==> src/rtl/cordic_pkg.sv <==
// Shared constants, mode encodings and tag type for the CORDIC arbiter.
package cordic_pkg;

    localparam int WORD_LENGTH     = 32;
    localparam int FRACTION_LENGTH = 22;
    localparam int ITERATION       = 13;
    localparam int PIPE_LATENCY    = 15;

    typedef enum logic [1:0] {
        MODE_VECTOR = 2'b00,
        MODE_SINCOS = 2'b01,
        MODE_ROT    = 2'b10,
        MODE_ROT_B  = 2'b11
    } cordic_mode_e;

    typedef struct packed {
        logic valid;
        logic id;
    } cordic_tag_t;

endpackage

==> src/rtl/cordic_arbiter_if.sv <==
// Requester, CORDIC-core and response bundle of the two-port CORDIC arbiter.
interface cordic_arbiter_if #(
    parameter int W = cordic_pkg::WORD_LENGTH
);

    logic         i_cordic_arb_en;
    logic         i_req0_valid;
    logic         i_req1_valid;
    logic         o_req0_ready;
    logic         o_req1_ready;
    logic [1:0]   i_req0_mode;
    logic [1:0]   i_req1_mode;
    logic [W-1:0] i_req0_x;
    logic [W-1:0] i_req0_y;
    logic [W-1:0] i_req0_theta;
    logic [W-1:0] i_req1_x;
    logic [W-1:0] i_req1_y;
    logic [W-1:0] i_req1_theta;
    logic [1:0]   o_cordic_mode;
    logic [W-1:0] o_cordic_x;
    logic [W-1:0] o_cordic_y;
    logic [W-1:0] o_cordic_theta;
    logic [W-1:0] i_cordic_out1;
    logic [W-1:0] i_cordic_out2;
    logic         o_rsp0_valid;
    logic         o_rsp1_valid;
    logic [W-1:0] o_rsp_out1;
    logic [W-1:0] o_rsp_out2;
    logic         o_cordic_arb_busy;

    modport slave (
        input  i_cordic_arb_en,
        input  i_req0_valid, i_req1_valid,
        input  i_req0_mode, i_req1_mode,
        input  i_req0_x, i_req0_y, i_req0_theta,
        input  i_req1_x, i_req1_y, i_req1_theta,
        input  i_cordic_out1, i_cordic_out2,
        output o_req0_ready, o_req1_ready,
        output o_cordic_mode, o_cordic_x,
        output o_cordic_y, o_cordic_theta,
        output o_rsp0_valid, o_rsp1_valid,
        output o_rsp_out1, o_rsp_out2,
        output o_cordic_arb_busy
    );

    modport master (
        output i_cordic_arb_en,
        output i_req0_valid, i_req1_valid,
        output i_req0_mode, i_req1_mode,
        output i_req0_x, i_req0_y, i_req0_theta,
        output i_req1_x, i_req1_y, i_req1_theta,
        output i_cordic_out1, i_cordic_out2,
        input  o_req0_ready, o_req1_ready,
        input  o_cordic_mode, o_cordic_x,
        input  o_cordic_y, o_cordic_theta,
        input  o_rsp0_valid, o_rsp1_valid,
        input  o_rsp_out1, o_rsp_out2,
        input  o_cordic_arb_busy
    );

endinterface

==> src/rtl/cordic_arb_tag_pipe.sv <==
// Tag delay line tracking which requester owns each in-flight CORDIC result.
module cordic_arb_tag_pipe
    import cordic_pkg::*;
#(
    parameter int DEPTH = PIPE_LATENCY
) (
    input  logic        clk,
    input  logic        rst_n,
    input  cordic_tag_t push_tag,
    output cordic_tag_t exit_tag,
    output logic        busy
);

    cordic_tag_t [DEPTH-1:0] stage_q;

    always_ff @(posedge clk) begin
        if (!rst_n) begin
            stage_q <= '0;
        end else begin
            for (int i = DEPTH - 1; i > 0; i--) begin
                stage_q[i] <= stage_q[i-1];
            end
            stage_q[0] <= push_tag;
        end
    end

    assign exit_tag = stage_q[DEPTH-1];

    always_comb begin
        busy = 1'b0;
        for (int i = 0; i < DEPTH; i++) begin
            busy = busy | stage_q[i].valid;
        end
    end

endmodule

==> src/rtl/cordic_arbiter.sv <==
// Round-robin two-requester front end for a pipelined CORDIC core.
// Define CORDIC_ARB_PERF_EN to add saturating issue/conflict counters.
module cordic_arbiter #(
    parameter int WORD_LENGTH  = cordic_pkg::WORD_LENGTH,
    parameter int PIPE_LATENCY = cordic_pkg::PIPE_LATENCY
) (
    input  logic            i_cordic_arb_clk,
    input  logic            i_cordic_arb_rst_n,
    cordic_arbiter_if.slave arb
`ifdef CORDIC_ARB_PERF_EN
    ,
    output logic [31:0]     o_perf_issue0,
    output logic [31:0]     o_perf_issue1,
    output logic [31:0]     o_perf_conflict
`endif
);

    import cordic_pkg::*;

    logic                   clk;
    logic                   rst_n;
    logic                   en;
    logic                   rdy0;
    logic                   rdy1;
    logic                   acc;
    logic                   last_q;
    logic [1:0]             sel_mode;
    logic [WORD_LENGTH-1:0] sel_x;
    logic [WORD_LENGTH-1:0] sel_y;
    logic [WORD_LENGTH-1:0] sel_theta;
    logic [1:0]             mode_q;
    logic [WORD_LENGTH-1:0] x_q;
    logic [WORD_LENGTH-1:0] y_q;
    logic [WORD_LENGTH-1:0] theta_q;
    logic                   rsp0_q;
    logic                   rsp1_q;
    logic [WORD_LENGTH-1:0] out1_q;
    logic [WORD_LENGTH-1:0] out2_q;
    cordic_tag_t            push_tag;
    cordic_tag_t            exit_tag;
    logic                   busy;

    assign clk   = i_cordic_arb_clk;
    assign rst_n = i_cordic_arb_rst_n;
    assign en    = arb.i_cordic_arb_en;

    // last_q holds the id granted most recently; the other side wins a tie
    always_comb begin
        rdy0 = en & arb.i_req0_valid & (~arb.i_req1_valid | last_q);
        rdy1 = en & arb.i_req1_valid & (~arb.i_req0_valid | ~last_q);
    end

    assign acc = rdy0 | rdy1;

    always_comb begin
        sel_mode  = arb.i_req0_mode;
        sel_x     = arb.i_req0_x;
        sel_y     = arb.i_req0_y;
        sel_theta = arb.i_req0_theta;
        unique case (1'b1)
            rdy0: begin
                sel_mode  = arb.i_req0_mode;
                sel_x     = arb.i_req0_x;
                sel_y     = arb.i_req0_y;
                sel_theta = arb.i_req0_theta;
            end
            rdy1: begin
                sel_mode  = arb.i_req1_mode;
                sel_x     = arb.i_req1_x;
                sel_y     = arb.i_req1_y;
                sel_theta = arb.i_req1_theta;
            end
            default: ;
        endcase
    end

    always_ff @(posedge clk) begin
        if (!rst_n) begin
            last_q  <= 1'b1;
            mode_q  <= '0;
            x_q     <= '0;
            y_q     <= '0;
            theta_q <= '0;
        end else if (acc) begin
            last_q  <= rdy1;
            mode_q  <= sel_mode;
            x_q     <= sel_x;
            y_q     <= sel_y;
            theta_q <= sel_theta;
        end
    end

    always_comb begin
        push_tag.valid = acc;
        push_tag.id    = rdy1;
    end

    cordic_arb_tag_pipe #(
        .DEPTH    (PIPE_LATENCY)
    ) u_tag_pipe (
        .clk      (clk),
        .rst_n    (rst_n),
        .push_tag (push_tag),
        .exit_tag (exit_tag),
        .busy     (busy)
    );

    always_ff @(posedge clk) begin
        if (!rst_n) begin
            rsp0_q <= 1'b0;
            rsp1_q <= 1'b0;
            out1_q <= '0;
            out2_q <= '0;
        end else begin
            rsp0_q <= exit_tag.valid & ~exit_tag.id;
            rsp1_q <= exit_tag.valid & exit_tag.id;
            if (exit_tag.valid) begin
                out1_q <= arb.i_cordic_out1;
                out2_q <= arb.i_cordic_out2;
            end
        end
    end

    assign arb.o_req0_ready      = rdy0;
    assign arb.o_req1_ready      = rdy1;
    assign arb.o_cordic_mode     = mode_q;
    assign arb.o_cordic_x        = x_q;
    assign arb.o_cordic_y        = y_q;
    assign arb.o_cordic_theta    = theta_q;
    assign arb.o_rsp0_valid      = rsp0_q;
    assign arb.o_rsp1_valid      = rsp1_q;
    assign arb.o_rsp_out1        = out1_q;
    assign arb.o_rsp_out2        = out2_q;
    assign arb.o_cordic_arb_busy = busy;

`ifdef CORDIC_ARB_PERF_EN
    logic [31:0] issue0_q;
    logic [31:0] issue1_q;
    logic [31:0] conflict_q;
    logic        conflict;

    assign conflict = en & arb.i_req0_valid & arb.i_req1_valid;

    always_ff @(posedge clk) begin
        if (!rst_n) begin
            issue0_q   <= '0;
            issue1_q   <= '0;
            conflict_q <= '0;
        end else begin
            if (rdy0 && issue0_q != '1) issue0_q <= issue0_q + 32'd1;
            if (rdy1 && issue1_q != '1) issue1_q <= issue1_q + 32'd1;
            if (conflict && conflict_q != '1) conflict_q <= conflict_q + 32'd1;
        end
    end

    assign o_perf_issue0   = issue0_q;
    assign o_perf_issue1   = issue1_q;
    assign o_perf_conflict = conflict_q;
`endif

endmodule
==> src/flat_wrapper.sv <==
// flat-port wrapper written by rule: the top's interface ports become plain ports
module cordic_arbiter_flat import cordic_pkg::*;
#(
    parameter int WORD_LENGTH  = cordic_pkg::WORD_LENGTH,
    parameter int PIPE_LATENCY = cordic_pkg::PIPE_LATENCY
)
  (i_cordic_arb_clk, i_cordic_arb_rst_n, arb_i_cordic_arb_en, arb_i_req0_valid, arb_i_req1_valid, arb_i_req0_mode, arb_i_req1_mode, arb_i_req0_x, arb_i_req0_y, arb_i_req0_theta, arb_i_req1_x, arb_i_req1_y, arb_i_req1_theta, arb_i_cordic_out1, arb_i_cordic_out2, arb_o_req0_ready, arb_o_req1_ready, arb_o_cordic_mode, arb_o_cordic_x, arb_o_cordic_y, arb_o_cordic_theta, arb_o_rsp0_valid, arb_o_rsp1_valid, arb_o_rsp_out1, arb_o_rsp_out2, arb_o_cordic_arb_busy);
  cordic_arbiter_if arb_i ();
  input  logic i_cordic_arb_clk;
  input  logic i_cordic_arb_rst_n;
  input wire logic [$bits(arb_i.i_cordic_arb_en)-1:0] arb_i_cordic_arb_en;
  input wire logic [$bits(arb_i.i_req0_valid)-1:0] arb_i_req0_valid;
  input wire logic [$bits(arb_i.i_req1_valid)-1:0] arb_i_req1_valid;
  input wire logic [$bits(arb_i.i_req0_mode)-1:0] arb_i_req0_mode;
  input wire logic [$bits(arb_i.i_req1_mode)-1:0] arb_i_req1_mode;
  input wire logic [$bits(arb_i.i_req0_x)-1:0] arb_i_req0_x;
  input wire logic [$bits(arb_i.i_req0_y)-1:0] arb_i_req0_y;
  input wire logic [$bits(arb_i.i_req0_theta)-1:0] arb_i_req0_theta;
  input wire logic [$bits(arb_i.i_req1_x)-1:0] arb_i_req1_x;
  input wire logic [$bits(arb_i.i_req1_y)-1:0] arb_i_req1_y;
  input wire logic [$bits(arb_i.i_req1_theta)-1:0] arb_i_req1_theta;
  input wire logic [$bits(arb_i.i_cordic_out1)-1:0] arb_i_cordic_out1;
  input wire logic [$bits(arb_i.i_cordic_out2)-1:0] arb_i_cordic_out2;
  output wire logic [$bits(arb_i.o_req0_ready)-1:0] arb_o_req0_ready;
  output wire logic [$bits(arb_i.o_req1_ready)-1:0] arb_o_req1_ready;
  output wire logic [$bits(arb_i.o_cordic_mode)-1:0] arb_o_cordic_mode;
  output wire logic [$bits(arb_i.o_cordic_x)-1:0] arb_o_cordic_x;
  output wire logic [$bits(arb_i.o_cordic_y)-1:0] arb_o_cordic_y;
  output wire logic [$bits(arb_i.o_cordic_theta)-1:0] arb_o_cordic_theta;
  output wire logic [$bits(arb_i.o_rsp0_valid)-1:0] arb_o_rsp0_valid;
  output wire logic [$bits(arb_i.o_rsp1_valid)-1:0] arb_o_rsp1_valid;
  output wire logic [$bits(arb_i.o_rsp_out1)-1:0] arb_o_rsp_out1;
  output wire logic [$bits(arb_i.o_rsp_out2)-1:0] arb_o_rsp_out2;
  output wire logic [$bits(arb_i.o_cordic_arb_busy)-1:0] arb_o_cordic_arb_busy;
  assign arb_i.i_cordic_arb_en = arb_i_cordic_arb_en;
  assign arb_i.i_req0_valid = arb_i_req0_valid;
  assign arb_i.i_req1_valid = arb_i_req1_valid;
  assign arb_i.i_req0_mode = arb_i_req0_mode;
  assign arb_i.i_req1_mode = arb_i_req1_mode;
  assign arb_i.i_req0_x = arb_i_req0_x;
  assign arb_i.i_req0_y = arb_i_req0_y;
  assign arb_i.i_req0_theta = arb_i_req0_theta;
  assign arb_i.i_req1_x = arb_i_req1_x;
  assign arb_i.i_req1_y = arb_i_req1_y;
  assign arb_i.i_req1_theta = arb_i_req1_theta;
  assign arb_i.i_cordic_out1 = arb_i_cordic_out1;
  assign arb_i.i_cordic_out2 = arb_i_cordic_out2;
  assign arb_o_req0_ready = arb_i.o_req0_ready;
  assign arb_o_req1_ready = arb_i.o_req1_ready;
  assign arb_o_cordic_mode = arb_i.o_cordic_mode;
  assign arb_o_cordic_x = arb_i.o_cordic_x;
  assign arb_o_cordic_y = arb_i.o_cordic_y;
  assign arb_o_cordic_theta = arb_i.o_cordic_theta;
  assign arb_o_rsp0_valid = arb_i.o_rsp0_valid;
  assign arb_o_rsp1_valid = arb_i.o_rsp1_valid;
  assign arb_o_rsp_out1 = arb_i.o_rsp_out1;
  assign arb_o_rsp_out2 = arb_i.o_rsp_out2;
  assign arb_o_cordic_arb_busy = arb_i.o_cordic_arb_busy;
  cordic_arbiter #(.WORD_LENGTH(WORD_LENGTH), .PIPE_LATENCY(PIPE_LATENCY)) u_core (.i_cordic_arb_clk(i_cordic_arb_clk), .i_cordic_arb_rst_n(i_cordic_arb_rst_n), .arb(arb_i));
endmodule
==> config.mk <==
export PLATFORM = sky130hd
export DESIGN_NAME = cordic_arbiter_flat
export DESIGN_NICKNAME = d
export VERILOG_FILES = /design/src/rtl/cordic_pkg.sv /design/src/rtl/cordic_arbiter_if.sv /design/src/rtl/cordic_arb_tag_pipe.sv /design/src/rtl/cordic_arbiter.sv /design/src/flat_wrapper.sv
export SDC_FILE = /design/constraint.sdc
export NUM_CORES = 1
export LEC_CHECK = 0
export CAP_MARGIN = 20
export CORE_AREA = 8 8 160 162
export CTS_BUF_LIST = sky130_fd_sc_hd__clkbuf_16
export CTS_CLUSTER_DIAMETER = 40
export DETAILED_ROUTE_END_ITERATION = 8
export DIE_AREA = 0 0 168 170
export PLACE_DENSITY = 0.74
export SYNTH_ARGS = -nofsm -noshare
export SYNTH_HDL_FRONTEND = slang
export SYNTH_SLANG_ARGS = --single-unit
==> constraint.sdc <==
create_clock -name i_cordic_arb_clk -period 3.7 [get_ports i_cordic_arb_clk]
set_input_delay 0.74 -clock i_cordic_arb_clk [delete_from_list [all_inputs] [get_ports i_cordic_arb_clk]]
set_output_delay 0.74 -clock i_cordic_arb_clk [all_outputs]
set_load 0.05 [all_outputs]
==> out/results.ini, run 1 <==
[status]
status=completed

[floorplanning]
dieWidth_um=168
initial_utilization_pct=35.3
die_h_um=170
die-area_um2=28600
boundaryPins=432
core_region_area_um2=23100
std_cell_rows=56

[placed_design]
portBuffers=431
hpwl_um=21600
placed_cell_area_um2=12600
routabilityCongestion=0.826
pre_cts_ws_ns=0.584

[route]
drt_iter0_drc=478
routed_wirelength_um=30800
final_antenna_net_count=0
routed_via_density=5.20
wl_per_cell_um=20.1
drt_pass1_iterations=4
drc_errors=0
vias=7985

[worst_setup_path]
critPathArrivalTime_ns=2.39
startpoint_type=primary input
cp.required_ns=2.96
cp_max_fo=4
path_class=primary input to output pin
cp-end-kind=output pin

[sta]
period_needed_ns=3.13
totalNegativeSetupSlack_ns=0
clock-skew-final_ns=0.0168
finalSetupViolations=0
slew_viol_final=0
tightest_slew_ns=1.10
finalWorstSetupSlack_ns=0.573
rsz0062_at_grt=no
relSlewSlack_pct=26.4
max_freq_ghz=0.320
fin_crit_sh_pct=84.5
timing_hold_violations_final=0

[worst_hold_path]
worst_hold_path_type=flop to flop

[clock_tree]
cts_hold_buf=0
clock-sinks=195
clk_latency_ns=0.43
clock-root-buffer=clkbuf_16
cts_tree=done
ctsLongestPathBuffers=2
clk_pin_slew_worst_paths_ns=0.08
cts_buffers=17
htree_levels=4
cts_resized=0
postCtsSetupBuffers=0

[yosys]
syn_inst=856
syn-cell-area_um2=8140
yosys.area_share.xor_xnor_pct=0
avgSynthCellArea_um2=9.50
syn_nets=1121
synth_adder_area_share_pct=0
synthMuxAreaShare_pct=7.87
synth_cell_type_count=27
synth-compound-area-share_pct=15.9
synth-simple-area-share_pct=23.2
ys_seq_area_share_pct=48.0
ys_ff_latch=195
yosysWarnings=0
synth_top_family_by_area=simple AND/OR/NAND/NOR gates

[finish]
final_cell_mix=428 x clkdlybuf4s50_1, 194 x dfxtp_1, 99 x nor3_1
fin_area_um2=13300
layout-drive-gt1-share_pct=5.47
final_common_cell=clkdlybuf4s50_1
fin_util_pct=57.6
nFillCells=2040
finalNetCount=1496
area_delta_synth_final_pct=63.1

[grt]
grt_pass1_wl_um=46600
overflow=0
grt_max_degree=124
first_global_vias=8044
antenna_found_initial=1
grt.total_usage_pct=20.4

[power]
power.density_nw_per_um2=404
leakage_nw=4.32
vdd_drop_max_mv=0.277
power_mw=5.36

[run]
drv_cap=0

-- worst max-delay path, stage by stage --
cell             delay [ns]
clkdlybuf4s50_1        0.58
nand2_1                0.10
a21oi_1                0.13
clkdlybuf4s50_1        0.83
-- per-layer routing --
metal,part of all wire [%],global-route usage [%],vias to the layer above
met3,9.2,7.90,54
met1,41,23.9,3768
met4,3.6,8.73,0
met2,46,33.1,331
met5,0,0,-
li1,-,-,3832
-- registers in the layout, indices dropped and copies added, names as in the netlist --
register / count
u_core.u_tag_pipe.exit_tag: 2
u_core.arb.o_rsp_out2: 32
u_core.arb.o_cordic_y: 32
u_core.arb.o_rsp1_valid: 1
u_core.arb.o_cordic_theta: 32
u_core.arb.o_rsp_out1: 32
u_core.arb.o_rsp0_valid: 1
u_core.arb.o_cordic_mode: 2
u_core.last_q: 1
u_core.u_tag_pipe.stage_q: 28
u_core.arb.o_cordic_x: 32
-- cell type report --
cell class | count | area [um^2] | share of cell area, %
Timing Repair Buffer | 448 | 4490 | 33.9
Clock inverter | 15 | 226 | 1.71
Sequential cell | 195 | 3910 | 29.4
Multi-Input combinational cell | 567 | 3840 | 29.0
Clock buffer | 17 | 425 | 3.21
Antenna cell | 1 | 2.50 | 0.0189
Inverter | 2 | 7.51 | 0.0566
Tap cell | 290 | 363 | 2.73
-- final timing paths --
path | startpoint | to | slack (ns) | depth (start not counted)
worst max register to register | u_core.last_q | u_core.arb.o_cordic_x[6] | 1.92 | 4
worst max-delay path | arb_i_req0_valid | arb_o_req0_ready | 0.57 | 4
worst min-delay path | u_core.u_tag_pipe.exit_tag[0] | u_core.arb.o_rsp0_valid | 0.42 | 1
worst min register to register | u_core.u_tag_pipe.exit_tag[0] | u_core.arb.o_rsp0_valid | 0.42 | 1
-- per-stage QoR --
stage                     cells  hold slack (ns)
after detailed placement   1502            0.417
final                      1535            0.419
after floorplan             856            0.383
after CTS                  1534            0.422
after global placement     1502            0.388
after global routing       1535            0.437
-- cells by family (layout without fill, tap and decap cells) --
group,after synthesis,count (layout)
AO/OA/AOI/OAI,199,199
buffers and inverters,94,482
flip-flops,195,195
multiplexers,64,64
other,0,1
AND/OR/NAND/NOR,304,304
-- power breakdown --
group,switching [mW],internal (mW),total [mW]
sequential,0.0432,2.19,2.23
clock,0.979,1.01,1.99
combinational,0.628,0.514,1.14
total,1.65,3.71,5.36
-- cells in the mapped netlist (all sizes together) --
master	number	area [um^2]
and3	1	6.26
nor2	2	10.0
and2	31	194
inv	2	7.51
dfxtp	195	3900
nand2	4	17.5
o211ai	1	7.51
nor4	3	18.8
o21a	1	8.76
clkbuf	67	251
buf	25	144
or2	1	6.26
nor3b	98	736
mux2i	64	641
nor2b	64	400
nand4	1	6.26
a211oi	98	786
o21ai	98	490
nor3	99	495
a21oi	1	5.00
No activity file was read; power rests on OpenSTA's default activity.
==> run 2: changes to the inputs <==
--- a/config.mk
+++ b/config.mk
@@ -6,12 +6,12 @@
 export NUM_CORES = 1
 export LEC_CHECK = 0
 export CAP_MARGIN = 20
-export CORE_AREA = 8 8 160 162
+export CORE_AREA = 8 8 161 163
 export CTS_BUF_LIST = sky130_fd_sc_hd__clkbuf_16
 export CTS_CLUSTER_DIAMETER = 40
 export DETAILED_ROUTE_END_ITERATION = 8
-export DIE_AREA = 0 0 168 170
-export PLACE_DENSITY = 0.74
+export DIE_AREA = 0 0 169 171
+export PLACE_DENSITY = 0.73
 export SYNTH_ARGS = -nofsm -noshare
 export SYNTH_HDL_FRONTEND = slang
 export SYNTH_SLANG_ARGS = --single-unit
==> constraint.sdc (replaced) <==
create_clock -name i_cordic_arb_clk -period 3.1 [get_ports i_cordic_arb_clk]
set_input_delay 0.62 -clock i_cordic_arb_clk [delete_from_list [all_inputs] [get_ports i_cordic_arb_clk]]
set_output_delay 0.62 -clock i_cordic_arb_clk [all_outputs]
set_load 0.05 [all_outputs]
==> run 2 against run 1 <==
Cell area is 0.46% higher. Clock skew is 0.0039 ns lower. Global-route usage is 0.084 points lower. Register-to-register slack worse by 0.62 ns. Wire length is 1.6% higher. First-iteration DRC count is 22% higher. Sequential share of layout area is 0.14 points lower. Worst hold slack worse by 0.0080 ns. Sequential power is 19% higher. Setup slack worse by 0.10 ns. Die area is 1.2% higher. Highest routed layer unchanged.
==> out/results.ini, run 2 (synthesis gave the netlist of run 1 again) <==
[floorplanning]
die_h_um=171  ; +0.59%
die-area_um2=28900  ; +1.2%
core_region_area_um2=23300  ; +0.91%
boundaryPins=432  ; unchanged
initial_utilization_pct=35.0  ; -0.32 points
dieWidth_um=169  ; +0.60%
std_cell_rows=56  ; unchanged

[route]
vias=8015  ; +0.38%
drc_errors=0  ; unchanged
final_antenna_net_count=0  ; unchanged
routed_wirelength_um=31300  ; +1.6%
drt_pass1_iterations=4  ; unchanged
routed_via_density=5.13  ; -1.3%
wl_per_cell_um=20.1  ; about the same
drt_iter0_drc=585  ; +22%

[worst_setup_path]
slowest_delay_ns=0.76  ; -0.07 ns
worstPathBufferInverterCount=1  ; -1
critPathArrivalTime_ns=2.01  ; -0.38 ns
crit_family=buffers and inverters
path_class=flop to output pin
cp_max_fo=2  ; -2
startpoint_type=flop
cp.required_ns=2.48  ; -0.48 ns
cp-end-kind=output pin
critical_path.slowest_cell=clkdlybuf4s50_1
crit_chain=nor4_1 -> nand4_1 -> clkdlybuf4s50_1

[sta]
clock-skew-final_ns=0.0129  ; -0.00390 ns
timing_hold_violations_final=0  ; unchanged
relSlewSlack_pct=25.7  ; -0.74 points
fin_crit_sh_pct=84.7
period_needed_ns=2.63
rsz0062_at_grt=no
tightest_slew_ns=1.11  ; +0.0110 ns
max_freq_ghz=0.381
finalSetupViolations=0  ; unchanged
slew_viol_final=0  ; unchanged
totalNegativeSetupSlack_ns=0  ; unchanged
finalWorstSetupSlack_ns=0.474  ; -0.0998 ns

[finish]
fin_area_um2=13300  ; +0.46%
multi_input_area_um2=3840  ; unchanged
nFillCells=2082  ; +2.1%
area_delta_synth_final_pct=63.9
finalNetCount=1494  ; -0.13%
antenna_cells=0  ; -1
final_common_cell=clkdlybuf4s50_1
final_cell_mix=427 x clkdlybuf4s50_1, 194 x dfxtp_1, 99 x nor3_1
seq_area_um2=3910  ; unchanged
layout-drive-gt1-share_pct=5.39  ; -0.072 points

[run]
drv_cap=0  ; unchanged

[grt]
grt_max_degree=102  ; -18%
antenna_found_initial=0  ; -1
first_global_vias=8135  ; +1.1%
grt_pass1_wl_um=46800  ; +0.44%
grt.total_usage_pct=20.3  ; -0.084 points
overflow=0  ; unchanged

[clock_tree]
clock-root-buffer=clkbuf_16
clock-sinks=195  ; unchanged
clk_pin_slew_worst_paths_ns=0.09  ; about the same
htree_levels=4  ; unchanged
cts_resized=0  ; unchanged
clk_latency_ns=0.43  ; about the same
ctsLongestPathBuffers=2  ; unchanged
cts_hold_buf=0  ; unchanged
cts_tree=done
postCtsSetupBuffers=0  ; unchanged
cts_buffers=17  ; unchanged

[power]
power.density_nw_per_um2=481  ; +19%
vdd_drop_max_mv=0.274  ; -1.1%
leakage_nw=4.32  ; +0.11%

[placed_design]
routabilityCongestion=0.810  ; -1.9%
placed_cell_area_um2=12700  ; +0.55%
hpwl_um=21600  ; -0.11%
pre_cts_ws_ns=0.492  ; -0.0915 ns
portBuffers=431  ; unchanged

[worst_hold_path]
worst_hold_path_type=flop to flop

[status]
status=completed

[run 2: changes by cell type in the layout (fill, tap and decap cells not counted), sizes merged]
cell and change:
buf -1, clkdlybuf4s50 -1, clkinv -1, diode -1, inv +1
[run 2: layout make-up]
type                            instances  share of cell area (%)
Clock buffer                           17                    3.19
Clock inverter                         15                    1.66
Inverter                                2                  0.0563
Multi-Input combinational cell        567                    28.8
Sequential cell                       195                    29.3
Tap cell                              319                    2.99
Timing Repair Buffer                  446                    34.0
[run 2: path summary, 6_finish.rpt]
kind	start	to	slack, ns	depth (start not counted)
hold reg to reg	u_core.u_tag_pipe.exit_tag[0]	u_core.arb.o_rsp0_valid	0.41	1
hold / removal	u_core.u_tag_pipe.exit_tag[0]	u_core.arb.o_rsp0_valid	0.41	1
setup / recovery	u_core.u_tag_pipe.exit_tag[1]	arb_o_cordic_arb_busy	0.47	3
setup reg to reg	u_core.last_q	u_core.arb.o_cordic_x[29]	1.30	4
[run 2: power breakdown]
| group | internal (mW) | switching (mW) | leakage, nW |
|---|---|---|---|
| registers | 2.61 | 0.0551 | 1.59 |
| clock network | 1.20 | 1.18 | 0.312 |
| logic | 0.620 | 0.750 | 2.41 |
| total | 4.43 | 1.99 | 4.32 |
[run 2: through the flow]
step / power [mW] / std cells / hold slack (ns) / util, %
CTS: 6.49 / 1561 / 0.418 / 57.3
finish: 6.42 / 1561 / 0.411 / 57.3
floorplan: 3.41 / 856 / 0.383 / -
global route: 6.64 / 1561 / 0.441 / 57.3
detailed placement: 4.09 / 1529 / 0.410 / 54.5
global placement: 4.08 / 1529 / 0.399 / 54.5
[run 2: metal layers]
layer | part of all wire (%) | global-route usage [%] | up-vias
met2 | 48 | 34.0 | 368
met3 | 10 | 8.48 | 36
met5 | 0 | 0 | -
met4 | 2.1 | 6.23 | 0
li1 | - | - | 3834
met1 | 40 | 23.5 | 3777
[run 2: worst reg2reg max path, stage by stage (launching register included)]
cell	delay, ns
dfxtp_1	0.40
and2_4	0.18
or2_4	0.12
buf_4	0.66
a211oi_1	0.27
==> run 3: changes to the inputs <==
--- a/config.mk
+++ b/config.mk
@@ -6,12 +6,12 @@
 export NUM_CORES = 1
 export LEC_CHECK = 0
 export CAP_MARGIN = 20
-export CORE_AREA = 8 8 161 163
+export CORE_MARGIN = 8
+export CORE_UTILIZATION = 36
 export CTS_BUF_LIST = sky130_fd_sc_hd__clkbuf_16
 export CTS_CLUSTER_DIAMETER = 40
 export DETAILED_ROUTE_END_ITERATION = 8
-export DIE_AREA = 0 0 169 171
-export PLACE_DENSITY = 0.73
+export PLACE_DENSITY = 0.78
 export SYNTH_ARGS = -nofsm -noshare
 export SYNTH_HDL_FRONTEND = slang
 export SYNTH_SLANG_ARGS = --single-unit
==> constraint.sdc (replaced) <==
create_clock -name i_cordic_arb_clk -period 2.3 [get_ports i_cordic_arb_clk]
set_input_delay 0.46 -clock i_cordic_arb_clk [delete_from_list [all_inputs] [get_ports i_cordic_arb_clk]]
set_output_delay 0.46 -clock i_cordic_arb_clk [all_outputs]
set_load 0.05 [all_outputs]
==> run 3 against run 2 <==
Sequential share of layout area is essentially flat. Flip-flop and latch count is the same. Power grew 34%. Setup slack lost 0.37 ns. Largest power group unchanged.
==> out/results.ini, run 3 (synthesis gave the netlist of run 1 again) <==
[sta]
finalWorstSetupSlack_ns=0.0989  ; -0.375 ns
relSlewSlack_pct=60.4  ; +35 points
timing_hold_violations_final=0  ; unchanged
finalSetupViolations=0  ; unchanged
tightest_slew_ns=0.592  ; -0.522 ns
rsz0062_at_grt=no
max_freq_ghz=0.454
fin_crit_sh_pct=95.7
clock-skew-final_ns=0.0108  ; -0.00217 ns
totalNegativeSetupSlack_ns=0  ; unchanged
period_needed_ns=2.20
slew_viol_final=0  ; unchanged

[finish]
finalNetCount=1495  ; +0.067%
nFillCells=1926  ; -7.5%
multi_input_area_um2=3840  ; unchanged
final_common_cell=clkdlybuf4s50_1
area_delta_synth_final_pct=63.9  ; about the same
layout-drive-gt1-share_pct=5.55  ; +0.16 points
final_cell_mix=426 x clkdlybuf4s50_1, 194 x dfxtp_1, 99 x nor3_1
instances_no_fill=1530  ; -2.0%
seq_area_um2=3910  ; unchanged

[worst_setup_path]
critPathArrivalTime_ns=1.74  ; -0.27 ns
cp-end-kind=output pin
worstPathBufferInverterCount=3  ; +2
r2r_setup_slack_ns=0.84  ; -0.46 ns
path_class=primary input to output pin
slowest_delay_ns=0.62  ; -0.14 ns
critical_path.slowest_cell=clkdlybuf4s50_1
crit_chain=clkdlybuf4s50_1 -> nand2_4 -> or2_4 -> inv_1 -> buf_12
startpoint_type=primary input
r2r-end=u_core.arb.o_cordic_x[18]
r2r_cells=4  ; unchanged
r2r_start=u_core.last_q
crit_family=buffers and inverters
cp.required_ns=1.84  ; -0.64 ns
cp_max_fo=4  ; +2

[floorplanning]
dieWidth_um=166  ; -1.6%
initial_utilization_pct=36.3  ; +1.3 points
core_region_area_um2=22400  ; -3.6%
boundaryPins=432  ; unchanged
die-area_um2=27700  ; -4.3%
std_cell_rows=55  ; -1.8%
die_h_um=166  ; -2.7%

[grt]
antenna_found_initial=2  ; +2
overflow=0  ; unchanged
grt_pass1_wl_um=48500  ; +3.5%
grt.total_usage_pct=21.7  ; +1.4 points
grt_max_degree=127  ; +25%
first_global_vias=8299  ; +2.0%

[power]
power.density_nw_per_um2=643  ; +34%
p_seq_share_pct=41.9  ; +0.4 points
vdd_drop_max_mv=0.375  ; +37%
p_int_mw=5.89  ; +33%
power_switching_mw=2.69  ; +35%
leakage_nw=4.34  ; +0.34%
combPwrFrac_pct=21.6  ; +0.2 points
clock_power_share_pct=36.5  ; -0.6 points
switching_share_pct=31.4  ; +0.39 points

[run]
drv_cap=0  ; unchanged

[route]
drc_errors=0  ; unchanged
vias=7980  ; -0.44%
drt_pass1_iterations=5  ; +1
routed_wirelength_um=30900  ; -1.3%
drt_iter0_drc=547  ; -6.5%
wl_per_cell_um=20.2  ; +0.66%
routed_via_density=5.22  ; +1.6%
final_antenna_net_count=0  ; unchanged

[placed_design]
portBuffers=431  ; unchanged
hpwl_um=21700  ; +0.21%
routabilityCongestion=0.834  ; +2.9%
dp_cells=1496  ; -2.2%
pre_cts_ws_ns=0.101  ; -0.391 ns

[clock_tree]
clock-sinks=195  ; unchanged
cts_buffers=17  ; unchanged
clock-root-buffer=clkbuf_16
ctsLongestPathBuffers=2  ; unchanged
cts_tree=done
clk_latency_ns=0.43  ; about the same
cts_resized=0  ; unchanged
htree_levels=4  ; unchanged
cts_hold_buf=0  ; unchanged
clk_pin_slew_worst_paths_ns=0.08  ; about the same
postCtsSetupBuffers=0  ; unchanged

[worst_hold_path]
hold_end=u_core.arb.o_rsp0_valid
worst_hold_path_type=flop to flop
hold_depth=1  ; unchanged
worstHoldStart=u_core.u_tag_pipe.exit_tag[0]

[status]
status=completed

==> run 3: cell count changes in the layout (fill, tap and decap cells not counted), sizes merged <==
cell,previous run,this run
buf,19,21
diode,0,2
inv,9,11
bufinv,1,0
clkdlybuf4s50,427,426
clkinv,7,6
==> run 3: worst max-delay path by stage <==
| stage | slack, ns | to | start | cells after the start |
|---|---|---|---|---|
| CTS | 0.10 | arb_o_req1_ready | arb_i_req1_valid | 5 |
| detailed placement | 0.10 | arb_o_req1_ready | arb_i_req1_valid | 5 |
| global route | 0.06 | arb_o_req1_ready | arb_i_req1_valid | 5 |
| floorplan | 0.19 | arb_o_req0_ready | arb_i_cordic_arb_en | 4 |
| finish | 0.1 | arb_o_req1_ready | arb_i_req1_valid | 5 |
| global placement | 0.11 | arb_o_req1_ready | arb_i_req1_valid | 5 |
==> run 3: final cells by class <==
type                    count  area share [%]
clock buffers              17            3.19
inverters                   2          0.0563
diodes                      2          0.0375
repair buffers            447            34.4
multi-input cells         567            28.8
well taps                 285            2.67
flip-flops and latches    195            29.3
clock inverters            15            1.57
==> run 3: layer usage <==
layer | vias up | track usage [%] | wire [um]
li1 | 3833 | - | -
met1 | 3740 | 25.2 | 12700
met2 | 361 | 35.3 | 14400
met3 | 46 | 8.77 | 2850
met4 | 0 | 8.77 | 1020
met5 | - | 0 | 0
==> run 3: metrics by stage <==
step,power (mW),area (um^2),hold slack (ns),util [%]
after floorplan,4.60,8140,0.383,-
after global placement,5.51,12700,0.396,56.6
after detailed placement,5.52,12700,0.400,56.6
after CTS,8.67,13300,0.405,59.4
after global routing,8.92,13300,0.421,59.4
final,8.57,13300,0.401,59.4
==> run 3: power by group through the flow <==
stage | Combinational, mW | Sequential, mW | Clock, mW
global route | 1.95 | 3.61 | 3.36
finish | 1.85 | 3.59 | 3.13
CTS | 1.87 | 3.59 | 3.21
floorplan | 0.460 | 4.14 | 0
detailed placement | 1.86 | 3.66 | 0
global placement | 1.85 | 3.66 | 0
